File: config.mk
export PLATFORM = sky130hd
export DESIGN_NAME = pipe_addsub
export DESIGN_NICKNAME = d
export VERILOG_FILES = /design/src/rtl/pipe_addsub.sv
export SDC_FILE = /design/constraint.sdc
export NUM_CORES = 1
export LEC_CHECK = 0
export BUFFER_PORTS_ARGS = -buffer_cell sky130_fd_sc_hd__buf_2
export CAP_MARGIN = 20
export CORE_ASPECT_RATIO = 1.2
export CORE_MARGIN = 8
export CORE_UTILIZATION = 55
export CTS_CLUSTER_SIZE = 30
export DETAILED_ROUTE_END_ITERATION = 10
export PLACE_DENSITY = 0.85
export SYNTH_ARGS = -nofsm -noshare
export SYNTH_HDL_FRONTEND = slang
export SYNTH_SLANG_ARGS = --single-unit
File: constraint.sdc
create_clock -name clk -period 4.68 [get_ports clk]
set_clock_uncertainty 0.1 [all_clocks]
set_input_delay 0.702 -clock clk [delete_from_list [all_inputs] [get_ports clk]]
set_output_delay 0.702 -clock clk [all_outputs]
set_load 0.005 [all_outputs]
File: src/rtl/pipe_addsub.sv
// Segmented pipelined adder/subtractor: each stage ripples SEG bits and registers the
// carry for the next stage, with a single global advance enable for backpressure.
module pipe_addsub #(
    parameter int WIDTH  = 16,
    parameter int STAGES = 4
) (
    input  logic             clk,
    input  logic             rst,
    input  logic             in_valid,
    output logic             in_ready,
    input  logic [WIDTH-1:0] a,
    input  logic [WIDTH-1:0] b,
    input  logic             cin,
    input  logic             sub,
    output logic             out_valid,
    input  logic             out_ready,
    output logic [WIDTH-1:0] sum,
    output logic             cout,
    output logic             ovf,
    output logic             zero
);

    localparam int SEG = WIDTH / STAGES;

    logic              adv;
    logic [STAGES-1:0] valid_d, valid_q;
    logic [WIDTH-1:0]  a_d     [STAGES];
    logic [WIDTH-1:0]  a_q     [STAGES];
    logic [WIDTH-1:0]  b_d     [STAGES];
    logic [WIDTH-1:0]  b_q     [STAGES];
    logic [WIDTH-1:0]  sum_d   [STAGES];
    logic [WIDTH-1:0]  sum_q   [STAGES];
    logic [STAGES-1:0] carry_d, carry_q;
    logic [STAGES-1:0] cmsb_d, cmsb_q;

    always_comb begin
        logic [WIDTH-1:0] s_prev;
        logic             c_prev;
        logic [SEG-1:0]   sa, sb, ss;
        logic [SEG:0]     cv;
        // NOTE: every combinational output gets a default before any branch, so no latch is inferred.
        adv     = out_ready || !valid_q[STAGES-1];
        valid_d = '0;
        carry_d = '0;
        cmsb_d  = '0;
        for (int k = 0; k < STAGES; k++) begin
            a_d[k]   = '0;
            b_d[k]   = '0;
            sum_d[k] = '0;
        end

        // Stage 0 sees the effective operands; later stages see the skewed registers.
        valid_d[0] = in_valid;
        a_d[0]     = a;
        b_d[0]     = sub ? ~b : b;
        for (int k = 1; k < STAGES; k++) begin
            valid_d[k] = valid_q[k-1];
            a_d[k]     = a_q[k-1];
            b_d[k]     = b_q[k-1];
        end

        for (int k = 0; k < STAGES; k++) begin
            s_prev = (k == 0) ? '0 : sum_q[(k == 0) ? 0 : k-1];
            c_prev = (k == 0) ? (sub ? 1'b1 : cin) : carry_q[(k == 0) ? 0 : k-1];
            sa     = SEG'(a_d[k] >> (k * SEG));
            sb     = SEG'(b_d[k] >> (k * SEG));
            ss     = '0;
            cv     = '0;
            cv[0]  = c_prev;
            for (int i = 0; i < SEG; i++) begin
                ss[i]   = sa[i] ^ sb[i] ^ cv[i];
                cv[i+1] = (sa[i] & sb[i]) | (sa[i] & cv[i]) | (sb[i] & cv[i]);
            end
            sum_d[k]   = s_prev | (WIDTH'(ss) << (k * SEG));
            carry_d[k] = cv[SEG];
            cmsb_d[k]  = cv[SEG-1];
        end
    end

    always_ff @(posedge clk) begin
        // NOTE: the data registers are reset as well as the valid bits, so outputs are never X after reset.
        if (rst) begin
            valid_q <= '0;
            carry_q <= '0;
            cmsb_q  <= '0;
            for (int k = 0; k < STAGES; k++) begin
                a_q[k]   <= '0;
                b_q[k]   <= '0;
                sum_q[k] <= '0;
            end
        end else if (adv) begin
            // NOTE: non-blocking assignments make every stage sample the previous stage's old value.
            valid_q <= valid_d;
            carry_q <= carry_d;
            cmsb_q  <= cmsb_d;
            for (int k = 0; k < STAGES; k++) begin
                a_q[k]   <= a_d[k];
                b_q[k]   <= b_d[k];
                sum_q[k] <= sum_d[k];
            end
        end
    end

    assign in_ready  = adv;
    assign out_valid = valid_q[STAGES-1];
    assign sum       = sum_q[STAGES-1];
    assign cout      = carry_q[STAGES-1];
    assign ovf       = carry_q[STAGES-1] ^ cmsb_q[STAGES-1];
    assign zero      = (sum_q[STAGES-1] == '0);

endmodule

==> summary.md, run 1 <==
| Metric | Value |
|---|---|
| VDD IR-drop max | 0.202 mV |
| Synth area leader | edfxtp_1 |
| CP Capture Type | register |
| Hold Path End | valid_q[1] |
| Initial antenna violation count | 0 |
| Die height | 112 um |
| Worst hold start | valid_q[1] |
| Tightest Pin Transition | 0.798 ns |
| Worst endpoint required time | 4.70 ns |
| Yosys warns | 0 |
| Post-synthesis cell area | 0.00425 mm2 |
| Layout cells sized above 1 | 29.0% |
| Placed Instances | 427 |
| Synthesized area per cell | 14.6 um2 |
| Clk root buf | clkbuf_8 |
| Core Region | 0.00758 mm2 |
| EDFF count, synth | 88 |
| Slew Limit Fails | 0 |
| Via count | 2165 |
| Leakage power | 2.07 nW |
| Setup violators final | 0 |
| Area share of and/or/nand/nor cells after synthesis | 16.3% |
| DR iter-0 viols | 109 |
| Comb pwr share | 8.0% |
| Post-synthesis mux area share | 0% |
| Reg power frac | 58.3% |
| Post-synthesis xor/xnor area fraction | 3.50% |
| Most frequent cells after synthesis | 88 x edfxtp_1, 48 x and2_1, 25 x inv_1, 25 x nor2_1, 20 x and2_4 |
| Final worst slack | 1.71 ns |
| Status | completed |
| CP arrival | 2.98 ns |
| CTS sink count | 97 |
| First-pass GRT wire length | 10300 um |
| Worst R2R Setup Slack | 2.30 ns |
| Switch Pwr | 363 uW |
| Clock buffer count from CTS | 9 |
| Top cells by area, synth | edfxtp_1 62%, fa_1 7.5%, and2_1 7.1% |
| Reg-to-Reg Start | a_q[0][44] |
| Unrepaired setup endpoints after global routing | no |
| Int Pwr | 1.39 mW |
| Final net count | 401 |
| Final Instance Count excl. Fillers | 444 |
| IO buf count | 58 |
| P&R area growth vs syn | 13.1% |
| Period minus WS final | 2.97 ns |
| DRC errors left | 0 |
| Worst reg2reg path depth | 8 |
| Post-route cell area | 0.00481 mm2 |
| Proportion of netlist area held by the largest area contributor | 62.2% |
| ANT nets after route | 0 |
| Drt wl/cell | 14.2 um |
| Post-synthesis sequential element count | 97 |
| Clk Latency, worst-skew pair | 0.35 ns |
| Synth Area in Compound Gates | 1.47% |
| CP Max Fanout | 17 |
| Final hold vios | 0 |
| Max Clk Rate | 0.337 GHz |
| DPL Wire Length | 4240 um |
| Placed Area | 0.00456 mm2 |
| H-tree Lvls | 3 |
| Clock-pin slew on the worst setup and hold paths | 0.09 ns |
| Ys async rst share | 0% |
| Most frequent cell after synthesis | edfxtp_1 |
| Die W | 96.3 um |
| Ant. Diodes | 0 |
| Seq/Total Area, Yosys | 66.4% |
| CP Class | input port to register |
| Setup Fix Bufs, Post-CTS | 0 |
| Cts repair resizes | 0 |
| Reg-to-reg endpoint | sum_q[3][15] |
| Overall Power | 1.76 mW |
| Vias in the first global route | 2316 |
| Die ar. | 0.0108 mm2 |
| Clock Power Share | 33.6% |
| Syn_nets | 345 |
| Min-Delay Path Class | register to register |
| Vias per inst | 4.88 |
| Cell variety after synth | 23 |
| Maxcap violations | 0 |
| Row count | 35 |
| GR Overflow Total | 0 |
| Syn Inst Count | 291 |
| Largest family of logic cells by synthesized area | simple AND/OR/NAND/NOR gates |
| Final wirelength | 6300 um |
| Hold_buf cts | 0 |
| CTS max path bufs | 2 |
| GRT Total Usage | 12.5% |
| Largest net degree at the start of global routing | 89 |
| Post-synthesis adder-cell area fraction | 7.53% |
| CTS tree | yes |
| Setup TNS | 0 ns |
| Main flop type after synthesis | edfxtp_1 |
| Drt pass-1 iters | 4 |
| Rel. slew slack | 46.8% |
| Ports | 59 |
| Final Cycle Share | 63.4% |
| Power density cells | 366 mW/mm2 |
| Initial core utilization | 56.1% |
| Hold path cells | 2 |
| Pre-CTS setup slack | 1.30 ns |
| Switching Share | 20.6% |
| Setup crit start kind | input port |
| GP Congestion | 0.739 |
==> state kept, by name, summed over array words and instances, names as in the netlist <==
register  flops
a_q          24
valid_q       4
cmsb_q        1
carry_q       4
b_q          24
sum_q        40
==> final cells by class <==
class                      instances  area, um2
clock inverter                     5       80.1
tap                               92        115
multi-input combinational        154       1230
inverter                          26       97.6
clock buffer                      11        141
fill                             554       2770
sequential                        97       2820
timing repair buffer              59        318
==> power groups by stage <==
stage               logic [mW]  registers, mW  clock network (mW)
floorplan               0.0975           1.04                   0
global placement         0.135           1.04                   0
detailed placement       0.144           1.05                   0
CTS                      0.145           1.03               0.603
global route             0.160           1.03               0.630
finish                   0.141           1.02               0.591
==> layout by cell type (no fill, tap or decap) <==
master,instances
nor4_1,4
edfxtp_1,88
a211oi_2,3
xor2_1,3
nor2b_4,1
clkbuf_8,10
clkbuf_1,1
nor2_8,1
buf_2,58
inv_1,25
and2_1,48
nand2b_1,1
and4_1,1
xnor2_1,14
inv_2,1
buf_16,1
clkinv_2,1
or2_2,1
dfxtp_1,9
clkinvlp_4,2
a21oi_1,5
and2_4,20
nor2_1,25
nand2_1,10
nand2b_4,1
fa_1,16
bufinv_16,2
==> kinds of logic after synthesis <==
logic type,count (synthesis)
compound gates,8
buf+inv,40
xor+xnor,17
fa+ha+maj,16
simple gates,113
flops,97
==> worst max-delay path by stage <==
stage,startpoint,to
2_1_floorplan,rst,a_q[0][10]
3_3_place_gp,sub,sum_q[0][3]
3_5_place_dp,sub,sum_q[0][3]
4_1_cts,sub,sum_q[0][3]
5_1_grt,sub,sum_q[0][3]
6_report,sub,sum_q[0][3]
==> metrics by stage <==
| stage | utilization [%] | hold slack (ns) |
|---|---|---|
| 2_1_floorplan | - | 0.332 |
| 3_3_place_gp | 60.2 | 0.338 |
| 3_5_place_dp | 60.2 | 0.345 |
| 4_1_cts | 63.1 | 0.358 |
| 5_1_grt | 63.5 | 0.378 |
| 6_report | 63.5 | 0.356 |
==> worst max-delay path: stages <==
cell    delay, ns
buf_2        0.39
xor2_1       0.25
fa_1         0.21
inv_1        0.05
fa_1         0.37
fa_1         0.36
inv_1        0.08
fa_1         0.41
and2_1       0.15
==> routing by layer <==
| metal | track usage (%) | part of all wire [%] | up-vias |
|---|---|---|---|
| li1 | - | - | 1059 |
| met1 | 13.5 | 40 | 1039 |
| met2 | 21.6 | 53 | 54 |
| met3 | 2.07 | 4.7 | 13 |
| met4 | 8.22 | 2.9 | 0 |
| met5 | 0 | 0 | - |
Power figures use the tool's default switching activity.
==> inputs of run 2 (changes only) <==
clock period = 3 ns   (was 4.68 ns; I/O delays follow)
==> run 2 against run 1 <==
  * Sequential power grew 57%
  * Wire length increased by 0.21%
  * Final cell count up 0.45%
  * Final area decreased by 0.44%
  * Die area did not move
  * Hold slack worse by 0.12 ns
  * Sequential share of layout area up 0.26 points
  * Critical endpoint unchanged
  * Largest cell class unchanged
  * Critical path type unchanged
  * First-iteration DRC count down 16%
==> summary.md, run 2 (same netlist as run 1, synthesis figures left out) <==
| Metric | Value |
|---|---|
| Setup violators final | 0 (unchanged) |
| Tightest Pin Transition | 0.699 ns (-0.0994 ns) |
| GP Congestion | 0.776 (+5.0%) |
| CTS tree | yes |
| Power density cells | 553 mW/mm2 (+51%) |
| Final net count | 403 (+0.50%) |
| Layout cells sized above 1 | 29.4% (+0.40 points) |
| Via count | 2142 (-1.1%) |
| CP Capture Type | register |
| CP Max Fanout | 6 (-11) |
| Final hold vios | 0 (unchanged) |
| Die W | 96.3 um (unchanged) |
| DRC errors left | 0 (unchanged) |
| Period minus WS final | 2.43 ns |
| Initial core utilization | 56.1% (unchanged) |
| DR iter-0 viols | 92 (-16%) |
| Setup Fix Bufs, Post-CTS | 0 (unchanged) |
| Row count | 35 (unchanged) |
| Cts repair resizes | 0 (unchanged) |
| Reg-to-reg endpoint | sum_q[3][15] |
| Commonest non-fill, non-tap cells in the layout | 88 x edfxtp_1, 58 x buf_2, 48 x and2_1 |
| Core Region | 0.00758 mm2 (unchanged) |
| Ant. Diodes | 0 (unchanged) |
| IO buf count | 58 (unchanged) |
| CP arrival | 2.46 ns (-0.52 ns) |
| Most common cell after layout, fill and taps aside | edfxtp_1 |
| CP Class | input port to register |
| Hold_buf cts | 0 (unchanged) |
| Final wirelength | 6310 um (+0.21%) |
| Largest reg by FF count | sum_q |
| Rel. slew slack | 53.4% (+6.6 points) |
| CTS sink count | 97 (unchanged) |
| GR Overflow Total | 0 (unchanged) |
| H-tree Lvls | 3 (unchanged) |
| Min-Delay Path Class | input port to register |
| Final core occ | 63.2% (-0.28 points) |
| Worst endpoint required time | 3.02 ns (-1.68 ns) |
| Clk root buf | clkbuf_8 |
| Final Cycle Share | 81.1% |
| Slew Limit Fails | 0 (unchanged) |
| Reg-to-Reg Start | a_q[0][44] |
| Setup TNS | 0 ns (unchanged) |
| Hold Path End | valid_q[0] |
| Hold path cells | 3 (+1) |
| GRT Total Usage | 13.1% (+0.56 points) |
| Max Clk Rate | 0.411 GHz |
| Ports | 59 (unchanged) |
| Largest net degree at the start of global routing | 69 (-22%) |
| Status | completed |
| Biggest regs | sum_q (40), a_q (24), b_q (24) |
| First-pass GRT wire length | 10600 um (+2.3%) |
| Clock buffer count from CTS | 9 (unchanged) |
| Drt wl/cell | 14.2 um (-0.24%) |
| Worst hold start | in_valid |
| Die ar. | 0.0108 mm2 (unchanged) |
| DPL Wire Length | 4340 um (+2.2%) |
| Setup crit start kind | input port |
| Leakage power | 2.07 nW (-0.11%) |
| Clk Latency, worst-skew pair | 0.36 ns (about the same) |
| P&R area growth vs syn | 12.6% |
| Unrepaired setup endpoints after global routing | no |
| Initial antenna violation count | 0 (unchanged) |
| Maxcap violations | 0 (unchanged) |
| Max reg flops | 40 (unchanged) |
| Clock-pin slew on the worst setup and hold paths | 0.09 ns (about the same) |
| Vias in the first global route | 2268 (-2.1%) |
| Drt pass-1 iters | 4 (unchanged) |
| CTS max path bufs | 2 (unchanged) |
| ANT nets after route | 0 (unchanged) |
| Vias per inst | 4.80 (-1.5%) |
| Worst R2R Setup Slack | 0.68 ns (-1.62 ns) |
| Die height | 112 um (unchanged) |
| VDD IR-drop max | 0.361 mV (+78%) |
| Worst reg2reg path depth | 8 (unchanged) |
## run 2: changes by cell type in the layout (fill, tap and decap cells not counted), sizes merged
| cell | previous run | this run |
|---|---|---|
| buf | 59 | 61 |
| bufinv | 2 | 1 |
| clkbuf | 11 | 9 |
| clkinv | 1 | 4 |
| clkinvlp | 2 | 1 |
| inv | 26 | 27 |
## run 2: routing by layer
metal,share of wire [%],vias up,global-route usage (%)
met5,0,-,0
met4,3.0,0,7.50
met3,4.9,12,3.67
met2,53,54,21.6
met1,39,1011,14.5
li1,-,1065,-
## run 2: where the power goes
group	internal, mW	switching (mW)
Clock	0.384	0.443
Sequential	1.57	0.0291
Combinational	0.115	0.105
## run 2: layout make-up
class                      count  area, um2
sequential                    97       2820
fill                         567       2790
multi-input combinational    154       1230
timing repair buffer          61        325
clock buffer                   9        124
tap                           92        115
inverter                      26       97.6
clock inverter                 7       68.8
## run 2: worst max-delay path by stage
stage | startpoint | to | slack, ns | cells after the start
2_1_floorplan | sub | sum_q[0][3] | 0.12 | 10
6_report | sub | sum_q[0][3] | 0.57 | 9
3_5_place_dp | sub | sum_q[0][3] | 0.16 | 9
3_3_place_gp | sub | sum_q[0][3] | 0.23 | 9
5_1_grt | sub | sum_q[0][3] | 0.48 | 9
4_1_cts | sub | sum_q[0][3] | 0.56 | 9
## run 2: worst max-delay path: stages
cell    delay [ns]
buf_2         0.19
xor2_1        0.23
fa_1          0.20
inv_1         0.05
fa_1          0.37
fa_1          0.36
inv_1         0.08
fa_1          0.39
and2_1        0.14
## run 2: metrics by stage
stage               hold WS [ns]  cell area (um2)  instances  setup slack (ns)  total power, mW
CTS                        0.217             4790        446             0.555             2.67
global placement           0.338             4590        430             0.234             1.84
finish                     0.233             4790        446             0.568             2.65
global route               0.231             4790        446             0.483             2.76
detailed placement         0.351             4590        430             0.155             1.86
floorplan                  0.332             4250        291             0.117             1.78
